<file path="src/rtl/ad9643_capture_top.sv">
// ---------------------------------------------------------------------------
// ad9643_capture_top
//
// Capture front end for a 14-bit dual-rail LVDS ADC (AD9643 class).
// Every clock it registers the true/complement data rails and checks that the
// two rails agree. While enabled it pairs consecutive samples into one 32-bit
// AXI4-Stream beat (older sample in the low lane). Control and status are
// exposed through a small AXI4-Lite slave.
//
// Optional feature macro: TEST_PATTERN_EN
//   defined   : a ramp generator can replace ADC data (CTRL bit1).
//   undefined : no ramp logic; CTRL bit1 is forced to 0 and reads 0.
//
// Parameters
//   DATA_WIDTH      ADC sample width (lanes are 16 bits, so <= 16)
//
// Ports
//   s_axi_aclk      sole clock, rising edge
//   s_axi_aresetn   synchronous active-low reset
//   data_in_p/_n    ADC data, true and complement rails
//   s_axi_aw*/w*/b* AXI4-Lite write channels (bresp always OKAY)
//   s_axi_ar*/r*    AXI4-Lite read channels (rresp always OKAY)
//   m_axis_*        packed sample-pair stream
//
// Register map (decoded on addr[3:2])
//   0x0 CTRL        RW  bit0 ENABLE, bit1 TEST_PATTERN, bit2 FORMAT
//   0x4 STATUS      W1C bit0 OVERFLOW, bit1 PAIR_ERR (sticky)
//   0x8 BEAT_COUNT  RO  accepted stream beats, wraps
//   0xC LAST_SAMPLE RO  most recent registered sample, zero-extended
// ---------------------------------------------------------------------------
module ad9643_capture_top #(
  parameter int DATA_WIDTH = 14
) (
  input  logic                  s_axi_aclk,
  input  logic                  s_axi_aresetn,

  input  logic [DATA_WIDTH-1:0] data_in_p,
  input  logic [DATA_WIDTH-1:0] data_in_n,

  input  logic [31:0]           s_axi_awaddr,
  input  logic [2:0]            s_axi_awprot,
  input  logic                  s_axi_awvalid,
  output logic                  s_axi_awready,
  input  logic [31:0]           s_axi_wdata,
  input  logic [3:0]            s_axi_wstrb,
  input  logic                  s_axi_wvalid,
  output logic                  s_axi_wready,
  output logic [1:0]            s_axi_bresp,
  output logic                  s_axi_bvalid,
  input  logic                  s_axi_bready,

  input  logic [31:0]           s_axi_araddr,
  input  logic [2:0]            s_axi_arprot,
  input  logic                  s_axi_arvalid,
  output logic                  s_axi_arready,
  output logic [31:0]           s_axi_rdata,
  output logic [1:0]            s_axi_rresp,
  output logic                  s_axi_rvalid,
  input  logic                  s_axi_rready,

  output logic [31:0]           m_axis_tdata,
  output logic                  m_axis_tvalid,
  input  logic                  m_axis_tready
);

  // Register word indices on addr[3:2].
  localparam logic [1:0] REG_CTRL        = 2'd0;
  localparam logic [1:0] REG_STATUS      = 2'd1;
  localparam logic [1:0] REG_BEAT_COUNT  = 2'd2;
  localparam logic [1:0] REG_LAST_SAMPLE = 2'd3;

  // Bits of CTRL that can actually be written. Without the ramp generator the
  // TEST_PATTERN bit is held at zero so software can detect its absence.
`ifdef TEST_PATTERN_EN
  localparam logic [31:0] CTRL_WRITABLE = 32'hFFFF_FFFF;
`else
  localparam logic [31:0] CTRL_WRITABLE = 32'hFFFF_FFFD;
`endif

  // Upper lane bits that are filled with the sign in two's complement format.
  localparam logic [15:0] SIGN_FILL = ~16'((32'd1 << DATA_WIDTH) - 32'd1);

  // Convert a raw offset-binary sample into a 16-bit lane.
  //   fmt = 0 : zero-extend the offset-binary code
  //   fmt = 1 : flip the MSB (offset binary -> two's complement), sign-extend
  function automatic logic [15:0] to_lane(input logic [DATA_WIDTH-1:0] s,
                                          input logic                  fmt);
    logic [DATA_WIDTH-1:0] t;
    logic [15:0]           l;
    t = s;
    if (fmt) begin
      t[DATA_WIDTH-1] = ~s[DATA_WIDTH-1];
    end
    l = 16'(t);
    if (fmt && t[DATA_WIDTH-1]) begin
      l = l | SIGN_FILL;
    end
    return l;
  endfunction

  // -------------------------------------------------------------------------
  // Register file storage
  // -------------------------------------------------------------------------
  logic [31:0]           ctrl_reg;
  logic [31:0]           ctrl_next;
  logic                  overflow_reg;
  logic                  pair_err_reg;
  logic [31:0]           beat_count_reg;

  logic                  ctrl_enable;
  logic                  ctrl_format;
  assign ctrl_enable = ctrl_reg[0];
  assign ctrl_format = ctrl_reg[2];

  // -------------------------------------------------------------------------
  // Input register: both rails captured every cycle. The complement rail
  // resets to all ones so the idle pair is consistent and PAIR_ERR stays
  // clear coming out of reset.
  // -------------------------------------------------------------------------
  logic [DATA_WIDTH-1:0] p_reg;
  logic [DATA_WIDTH-1:0] n_reg;

  always_ff @(posedge s_axi_aclk) begin
    if (!s_axi_aresetn) begin
      p_reg <= '0;
      n_reg <= '1;
    end else begin
      p_reg <= data_in_p;
      n_reg <= data_in_n;
    end
  end

  // The p rail is used even when the rails disagree; the mismatch is only
  // flagged.
  logic pair_err_set;
  assign pair_err_set = (n_reg != ~p_reg);

  // -------------------------------------------------------------------------
  // Sample source: ADC data or, optionally, the test ramp
  // -------------------------------------------------------------------------
  logic [DATA_WIDTH-1:0] sample_cur;

`ifdef TEST_PATTERN_EN
  logic                  ctrl_test_pattern;
  logic [DATA_WIDTH-1:0] ramp_reg;

  assign ctrl_test_pattern = ctrl_reg[1];

  // Ramp sits at zero while the pattern is off, so it always restarts from 0
  // and then advances one code per sample, wrapping naturally.
  always_ff @(posedge s_axi_aclk) begin
    if (!s_axi_aresetn) begin
      ramp_reg <= '0;
    end else if (!ctrl_test_pattern) begin
      ramp_reg <= '0;
    end else begin
      ramp_reg <= ramp_reg + DATA_WIDTH'(1);
    end
  end

  assign sample_cur = ctrl_test_pattern ? ramp_reg : p_reg;
`else
  assign sample_cur = p_reg;
`endif

  // -------------------------------------------------------------------------
  // Pairing stage: phase 0 keeps the older sample, phase 1 forms the beat.
  // Dropping ENABLE resets the phase and abandons any half-built pair.
  // -------------------------------------------------------------------------
  logic                  phase_reg;
  logic [DATA_WIDTH-1:0] older_reg;
  logic [31:0]           pair_reg;
  logic                  pair_valid_reg;
  logic [31:0]           pair_next;
  logic [DATA_WIDTH-1:0] lane_src [2];

  assign lane_src[0] = older_reg;
  assign lane_src[1] = sample_cur;

  // Lane 0 (low half) carries the older sample, lane 1 the newer one.
  generate
    for (genvar gi = 0; gi < 2; gi++) begin : g_lane
      assign pair_next[16*gi +: 16] = to_lane(lane_src[gi], ctrl_format);
    end
  endgenerate

  always_ff @(posedge s_axi_aclk) begin
    if (!s_axi_aresetn) begin
      phase_reg      <= 1'b0;
      older_reg      <= '0;
      pair_reg       <= '0;
      pair_valid_reg <= 1'b0;
    end else begin
      pair_valid_reg <= 1'b0;
      if (!ctrl_enable) begin
        phase_reg <= 1'b0;
      end else if (!phase_reg) begin
        older_reg <= sample_cur;
        phase_reg <= 1'b1;
      end else begin
        pair_reg       <= pair_next;
        pair_valid_reg <= 1'b1;
        phase_reg      <= 1'b0;
      end
    end
  end

  // -------------------------------------------------------------------------
  // Output register. A new beat may load only into an empty register or one
  // that is being consumed this cycle; otherwise it is lost and OVERFLOW set.
  // Beats arrive every other cycle, so one stalled cycle is always absorbed.
  // -------------------------------------------------------------------------
  logic [31:0] tdata_reg;
  logic        tvalid_reg;
  logic        overflow_set;
  logic        beat_accept;

  assign beat_accept  = tvalid_reg && m_axis_tready;
  assign overflow_set = pair_valid_reg && tvalid_reg && !m_axis_tready;

  always_ff @(posedge s_axi_aclk) begin
    if (!s_axi_aresetn) begin
      tdata_reg      <= '0;
      tvalid_reg     <= 1'b0;
      beat_count_reg <= '0;
    end else begin
      if (beat_accept) begin
        beat_count_reg <= beat_count_reg + 32'd1;
      end
      if (pair_valid_reg && (!tvalid_reg || m_axis_tready)) begin
        tdata_reg  <= pair_reg;
        tvalid_reg <= 1'b1;
      end else if (m_axis_tready) begin
        tvalid_reg <= 1'b0;
      end
    end
  end

  assign m_axis_tdata  = tdata_reg;
  assign m_axis_tvalid = tvalid_reg;

  // -------------------------------------------------------------------------
  // AXI4-Lite write path. awready/wready are one shared single-cycle pulse,
  // raised only when both address and data are offered and no response is
  // outstanding; the register update happens on the handshake edge.
  // -------------------------------------------------------------------------
  logic        awready_reg;
  logic        bvalid_reg;
  logic        wr_en;
  logic [1:0]  wr_word;
  logic [31:0] wr_mask;
  logic [1:0]  status_clr;

  assign wr_en   = awready_reg && s_axi_awvalid && s_axi_wvalid;
  assign wr_word = s_axi_awaddr[3:2];

  generate
    for (genvar gi = 0; gi < 4; gi++) begin : g_strb
      assign wr_mask[8*gi +: 8] = {8{s_axi_wstrb[gi]}};
    end
  endgenerate

  always_comb begin
    ctrl_next = ctrl_reg;
    if (wr_en && (wr_word == REG_CTRL)) begin
      ctrl_next = (ctrl_reg & ~wr_mask) | (s_axi_wdata & wr_mask & CTRL_WRITABLE);
    end
  end

  // Only the low byte holds STATUS flags, so only wstrb[0] matters here.
  assign status_clr = (wr_en && (wr_word == REG_STATUS) && s_axi_wstrb[0])
                      ? s_axi_wdata[1:0] : 2'b00;

  always_ff @(posedge s_axi_aclk) begin
    if (!s_axi_aresetn) begin
      awready_reg  <= 1'b0;
      bvalid_reg   <= 1'b0;
      ctrl_reg     <= '0;
      overflow_reg <= 1'b0;
      pair_err_reg <= 1'b0;
    end else begin
      awready_reg <= s_axi_awvalid && s_axi_wvalid && !bvalid_reg && !awready_reg;
      if (wr_en) begin
        bvalid_reg <= 1'b1;
      end else if (s_axi_bready) begin
        bvalid_reg <= 1'b0;
      end
      ctrl_reg <= ctrl_next;
      // A set event in the same cycle as a W1C clear keeps the flag set.
      overflow_reg <= overflow_set | (overflow_reg & ~status_clr[0]);
      pair_err_reg <= pair_err_set | (pair_err_reg & ~status_clr[1]);
    end
  end

  assign s_axi_awready = awready_reg;
  assign s_axi_wready  = awready_reg;
  assign s_axi_bvalid  = bvalid_reg;
  assign s_axi_bresp   = 2'b00;

  // -------------------------------------------------------------------------
  // AXI4-Lite read path. rdata is captured at the address handshake and held
  // until the master takes it.
  // -------------------------------------------------------------------------
  logic        arready_reg;
  logic        rvalid_reg;
  logic [31:0] rdata_reg;
  logic [31:0] rd_mux;
  logic        rd_en;

  assign rd_en = arready_reg && s_axi_arvalid;

  always_comb begin
    rd_mux = '0;
    case (s_axi_araddr[3:2])
      REG_CTRL:        rd_mux = ctrl_reg;
      REG_STATUS:      rd_mux = {30'd0, pair_err_reg, overflow_reg};
      REG_BEAT_COUNT:  rd_mux = beat_count_reg;
      REG_LAST_SAMPLE: rd_mux = 32'(sample_cur);
      default:         rd_mux = '0;
    endcase
  end

  always_ff @(posedge s_axi_aclk) begin
    if (!s_axi_aresetn) begin
      arready_reg <= 1'b0;
      rvalid_reg  <= 1'b0;
      rdata_reg   <= '0;
    end else begin
      arready_reg <= s_axi_arvalid && !rvalid_reg && !arready_reg;
      if (rd_en) begin
        rvalid_reg <= 1'b1;
        rdata_reg  <= rd_mux;
      end else if (s_axi_rready) begin
        rvalid_reg <= 1'b0;
      end
    end
  end

  assign s_axi_arready = arready_reg;
  assign s_axi_rvalid  = rvalid_reg;
  assign s_axi_rdata   = rdata_reg;
  assign s_axi_rresp   = 2'b00;

  // Protection bits and address bits outside [3:2] have no effect.
  logic unused_bits;
  assign unused_bits = ^{s_axi_awprot, s_axi_arprot,
                         s_axi_awaddr[31:4], s_axi_awaddr[1:0],
                         s_axi_araddr[31:4], s_axi_araddr[1:0]};

endmodule

</file>
<file path="config.mk">
export PLATFORM = sky130hd
export DESIGN_NAME = ad9643_capture_top
export DESIGN_NICKNAME = d
export VERILOG_FILES = /design/src/rtl/ad9643_capture_top.sv
export SDC_FILE = /design/constraint.sdc
export NUM_CORES = 1
export LEC_CHECK = 0
export BUFFER_PORTS_ARGS = -buffer_cell sky130_fd_sc_hd__buf_2
export CAP_MARGIN = 20
export CORE_MARGIN = 2
export CORE_UTILIZATION = 35
export CTS_CLUSTER_SIZE = 20
export DETAILED_ROUTE_END_ITERATION = 7
export HOLD_SLACK_MARGIN = 0.06
export PLACE_DENSITY = 0.53
export SLEW_MARGIN = 20
export SYNTH_ARGS = -nofsm -noshare
export SYNTH_HDL_FRONTEND = slang
export SYNTH_SLANG_ARGS = --single-unit
</file>
<file path="constraint.sdc">
create_clock -name s_axi_aclk -period 4.5 [get_ports s_axi_aclk]
set_input_delay 0.9 -clock s_axi_aclk [delete_from_list [all_inputs] [get_ports s_axi_aclk]]
set_output_delay 0.9 -clock s_axi_aclk [all_outputs]
set_load 0.02 [all_outputs]
</file>
Yosys cells after proc, flatten, opt, wreduce, memory -nomap -nowiden

Cells that the tools add are included.

Add/subtract/negate cells: 1
Eq/ne operators: 5
Mux-type cells: 14
Bitwise gates (word level): 14
Reduce and logical (&&, ||, !) cells: 32

Operators by type and width:

| operator                                                              | count |
|---|---|
| 32-bit one-hot mux with 4 select lines                                | 1 |
| 32-bit AND                                                            | 2 |
| 32-bit by 1-bit adder with 32-bit output, second input constant       | 1 |
| 16-bit 2-to-1 mux                                                     | 2 |
| 32-bit inverter                                                       | 1 |
| 32-bit bitwise OR                                                     | 1 |
| 1-bit logical AND                                                     | 17 |
| 14-bit inequality test                                                | 1 |
| 14-bit inverter                                                       | 1 |
| 1-bit 2-to-1 mux                                                      | 10 |
| 1-bit logical NOT                                                     | 6 |
| 2-bit AND reduction                                                   | 3 |
| 2-bit nonzero test                                                    | 3 |
| 1-bit inverter                                                        | 5 |
| 2-bit by 1-bit equality test with 1-bit output, second input constant | 2 |
| 2-bit equality test, second input constant                            | 2 |
| 2-bit logical NOT                                                     | 2 |
| 1-bit AND                                                             | 2 |
| 2-bit 2-to-1 mux                                                      | 1 |
| 1-bit bitwise OR                                                      | 2 |
| 1-bit logical OR                                                      | 1 |

Register bits: 211
Bits of input ports: 142

Depth between registers and ports, before layout

Depth in word-level cells: 8
Depth in mapped cells: 6
Gate-level depth less buffers: 5

Worst setup path after synthesis

OpenSTA, ideal clock, no wires.

Kind: input to register
Start point: input m_axis_tready
End point: register beat_count_reg[20]
Library setup time: 0.072 ns
Arrival: 2.352 ns
Data required time: 4.428 ns
Setup slack: 2.077 ns
Cell stages on the path: 6
Buffers on the path: 2
Path through: nand4_1 -> buf_2 -> or4_4 -> buf_4 -> nor4_1 -> mux2i_1

Cells in the longest elaborated chain, start to end: 1

RTL lines:

| item                 | line | text |
|---|---|---|
| from (decl)          | 63   | `input logic m_axis_tready` |
| 1-bit logical AND    | 218  | `assign beat_accept = tvalid_reg && m_axis_tready;` |
| to (signal assigned) | 228  | `beat_count_reg <= beat_count_reg + 32'd1;` |
| to (decl)            | 108  | `logic [31:0] beat_count_reg;` |

Every way passes these cells.
A chain may end at the register's enable or synchronous reset.

Final worst setup path

Start point: register arready_reg (netlist: s_axi_arready)
End point: output s_axi_arready

RTL lines:

| item                   | line | text |
|---|---|---|
| from (decl)            | 304  | `logic arready_reg;` |
| from (signal assigned) | 329  | `arready_reg <= s_axi_arvalid && !rvalid_reg && !arready_reg;` |
| to (decl)              | 55   | `output logic s_axi_arready,` |

No word-level cell between the ends.

==> results.json <==
{
  "clk_pin_slew_ps": 60,
  "period_share_pct": 54.0,
  "cts_max_path_buffers": 3,
  "postCtsSetupRepairBufs": 0,
  "crit_path_start_kind": "flop",
  "max_freq_ghz": 0.412,
  "tightest_slew_ps": 1030,
  "p_sw_uw": 880,
  "crit_fanout": 17,
  "crit_family": "flip-flops",
  "wl_met1_um": 9990,
  "clock-root-buffer": "clkbuf_16",
  "synth_edf_count": 0,
  "ys_warn_count": 0,
  "seqPwrFrac_pct": 48.3,
  "clock-sinks": 207,
  "grt_use_total_pct": 16.9,
  "hold_buffers": 0,
  "start_util_pct": 35.6,
  "die_w_um": 156,
  "synthCells": 907,
  "crit_path_end_kind": "output pin",
  "path_cells": "buf_2",
  "dr.pass1.iters": 4,
  "synth_fa_ha_area_share_pct": 0.466,
  "hold_viol": 0,
  "cap_violations": 0,
  "cpMaxStageDelayCell": "dfxtp_1",
  "synth_compound_area_share_pct": 11.6,
  "globalRouteOverflowTotal": 0,
  "ys_ff_latch": 207,
  "placementRows": 55,
  "synthSimpleGateAreaFrac_pct": 21.0,
  "status": "completed",
  "synth_xor_area_share_pct": 2.50,
  "power_density_mw_per_mm2": 402,
  "dpl.cell_count": 1281,
  "first_iter_violations": 357,
  "wl_per_cell_um": 15.8,
  "slew_viol_final": 0,
  "arrival_ps": 1530,
  "instances_no_fill": 1325,
  "cts_max_level": 1,
  "grt_pass1_wl_um": 32800,
  "gp_congestion": 0.726,
  "nets": 1167,
  "synthArstFlopShare_pct": 0,
  "relSlewSlack_pct": 31.5,
  "drt-total-wl_um": 20900,
  "cts_made_buffers": 24,
  "cp.required_ps": 3600,
  "critPathKind": "flop to output pin",
  "dp_hpwl_um": 13900,
  "p_int_uw": 3010,
  "ios": 216,
  "synth-main-ff-cell": "dfxtp_1",
  "wl_met2_um": 9720,
  "fp.coreArea_mm2": 0.0226,
  "drc": 0,
  "p_clk_share_pct": 47.8,
  "syn-mean-instance-area_um2": 8.87,
  "cts_tree": "yes",
  "skew_ps": 12.6,
  "dieArea_mm2": 0.0242,
  "dieHeight_um": 156,
  "period_minus_slack_ps": 2430,
  "ir_worst_vdd_v": 0.000221,
  "antenna_cells": 0,
  "antenna_found_initial": 0,
  "syn_to_final_growth_pct": 20.3,
  "critPathMaxStageDelay_ps": 720,
  "grt_pass1_vias": 6100,
  "synth.area.mux_share_pct": 8.80,
  "cts_resized": 0,
  "min_path_type": "flop to flop",
  "pwr-share-comb_pct": 3.9,
  "wl_met3_um": 882,
  "swShare_pct": 22.6,
  "synth-seq-area-share_pct": 51.5,
  "finalSetupViolCount": 0,
  "port-buffer-count": 145,
  "p_leak_uw": 0.00389,
  "grt_start_max_net_pins": 81,
  "via_per_inst": 4.87,
  "top_layer": "met4",
  "cp.buffers_inverters": 1,
  "vias": 6456,
  "grt_setup_unrepaired": "no",
  "ys_types": 39,
  "drive_gt1_share_pct": 21.0,
  "setup_tns_ps": 0,
  "ant_nets": 0,
  "synth_area_mm2": 0.00805,
  "clock_latency_ps": 510,
  "synth_top_family_by_area": "simple AND/OR/NAND/NOR gates"
}
## final timing paths
check,startpoint,depth (start not counted),slack (ps),to
worst min-delay path,ctrl_reg[1]$_SDFFE_PN0P_,2,430,ctrl_reg[1]$_SDFFE_PN0P_
worst max register to register,s_axi_arready$_SDFF_PN0_,6,2080,s_axi_rdata[18]$_SDFFE_PN0P_
worst min register to register,ctrl_reg[1]$_SDFFE_PN0P_,2,430,ctrl_reg[1]$_SDFFE_PN0P_
worst max-delay path,s_axi_arready$_SDFF_PN0_,1,2070,s_axi_arready
## worst register-to-register path, stage by stage, from the launching register on
cell	delay (ps)
dfxtp_1	720
nand2_1	600
buf_4	410
nor2_1	120
buf_4	270
a22oi_1	110
nor2_1	110
## routing by layer
layer | up-vias | GRT usage (%)
met4 | 0 | 4.02
met5 | - | 0
li1 | 3329 | -
met3 | 22 | 2.92
met2 | 107 | 27.8
met1 | 2998 | 23.3
## area by class of cell
class / instances / area [um2]
Inverter: 10 / 40.0
Clock buffer: 36 / 717
Fill cell: 2330 / 13000
Tap cell: 285 / 357
Sequential cell: 207 / 4140
Clock inverter: 8 / 46.3
Multi-Input combinational cell: 626 / 3600
Timing Repair Buffer: 153 / 786
## cell families after synthesis
kind of cell,count (synthesis)
compound gates,163
simple gates,367
xor+xnor,23
fa+ha+maj,3
buf+inv,77
flops,207
mux,66
other cells,1
## placed cells by master, fill, tap and decap left out, drive strengths merged, types with 3 or more instances in the layout
| cell | Yosys | final |
|---|---|---|
| a211oi | 14 | 14 |
| a21oi | 108 | 108 |
| a22oi | 18 | 18 |
| and2 | 17 | 17 |
| buf | 17 | 153 |
| clkbuf | 50 | 36 |
| clkinv | 0 | 7 |
| conb | 1 | 4 |
| dfxtp | 207 | 207 |
| ha | 3 | 3 |
| inv | 10 | 10 |
| mux2 | 18 | 18 |
| mux2i | 46 | 46 |
| nand2 | 167 | 167 |
| nand2b | 20 | 20 |
| nand3 | 20 | 20 |
| nand4 | 7 | 7 |
| nor2 | 78 | 78 |
| nor3 | 17 | 17 |
| nor4 | 5 | 5 |
| o21ai | 8 | 8 |
| o31ai | 11 | 11 |
| or3 | 8 | 8 |
| or4 | 19 | 19 |
| xnor2 | 9 | 9 |
| xor2 | 14 | 14 |
## power groups by stage
stage	clock network, uW	logic, uW	registers (uW)
5_1_grt	1990	169	1880
4_1_cts	1920	156	1880
3_5_place_dp	0	156	1920
2_1_floorplan	0	88.4	1920
6_report	1860	153	1880
3_3_place_gp	0	155	1920
## stage by stage
step	utilization (%)	area (um2)	setup slack [ps]	hold WS, ps	power [uW]
after floorplan	-	8060	2080	407	2000
after global placement	39.4	8920	1590	415	2080
after detailed placement	39.4	8920	1610	420	2080
after CTS	42.8	9690	2050	429	3960
after global routing	42.8	9690	1910	451	4040
final	42.8	9690	2070	427	3890
## synthesized netlist by cell type, types with 3 or more instances
cell type  count  area [um2]
o21ai_0        8        40.0
o31ai_1       11        82.6
a22oi_1       18         135
nand4_1        5        31.3
or4_1         17         128
xor2_1        14         123
or3_1          8        50.1
nand2_1      167         627
and2_1        17         106
inv_1         10        37.5
mux2_2        18         203
buf_2          4        20.0
buf_4          8        60.1
nand3_1       20         100
nand2b_1      20         125
a211oi_1      14         105
buf_1          5        18.8
mux2i_1       46         460
nor3_1        17        85.1
ha_1           3        37.5
a21oi_1      108         541
nor2_1        78         293
xnor2_1        9        78.8
dfxtp_1      207        4140
clkbuf_1      50         188
nor4_1         5        31.3
Power figures use the tool's default switching activity.
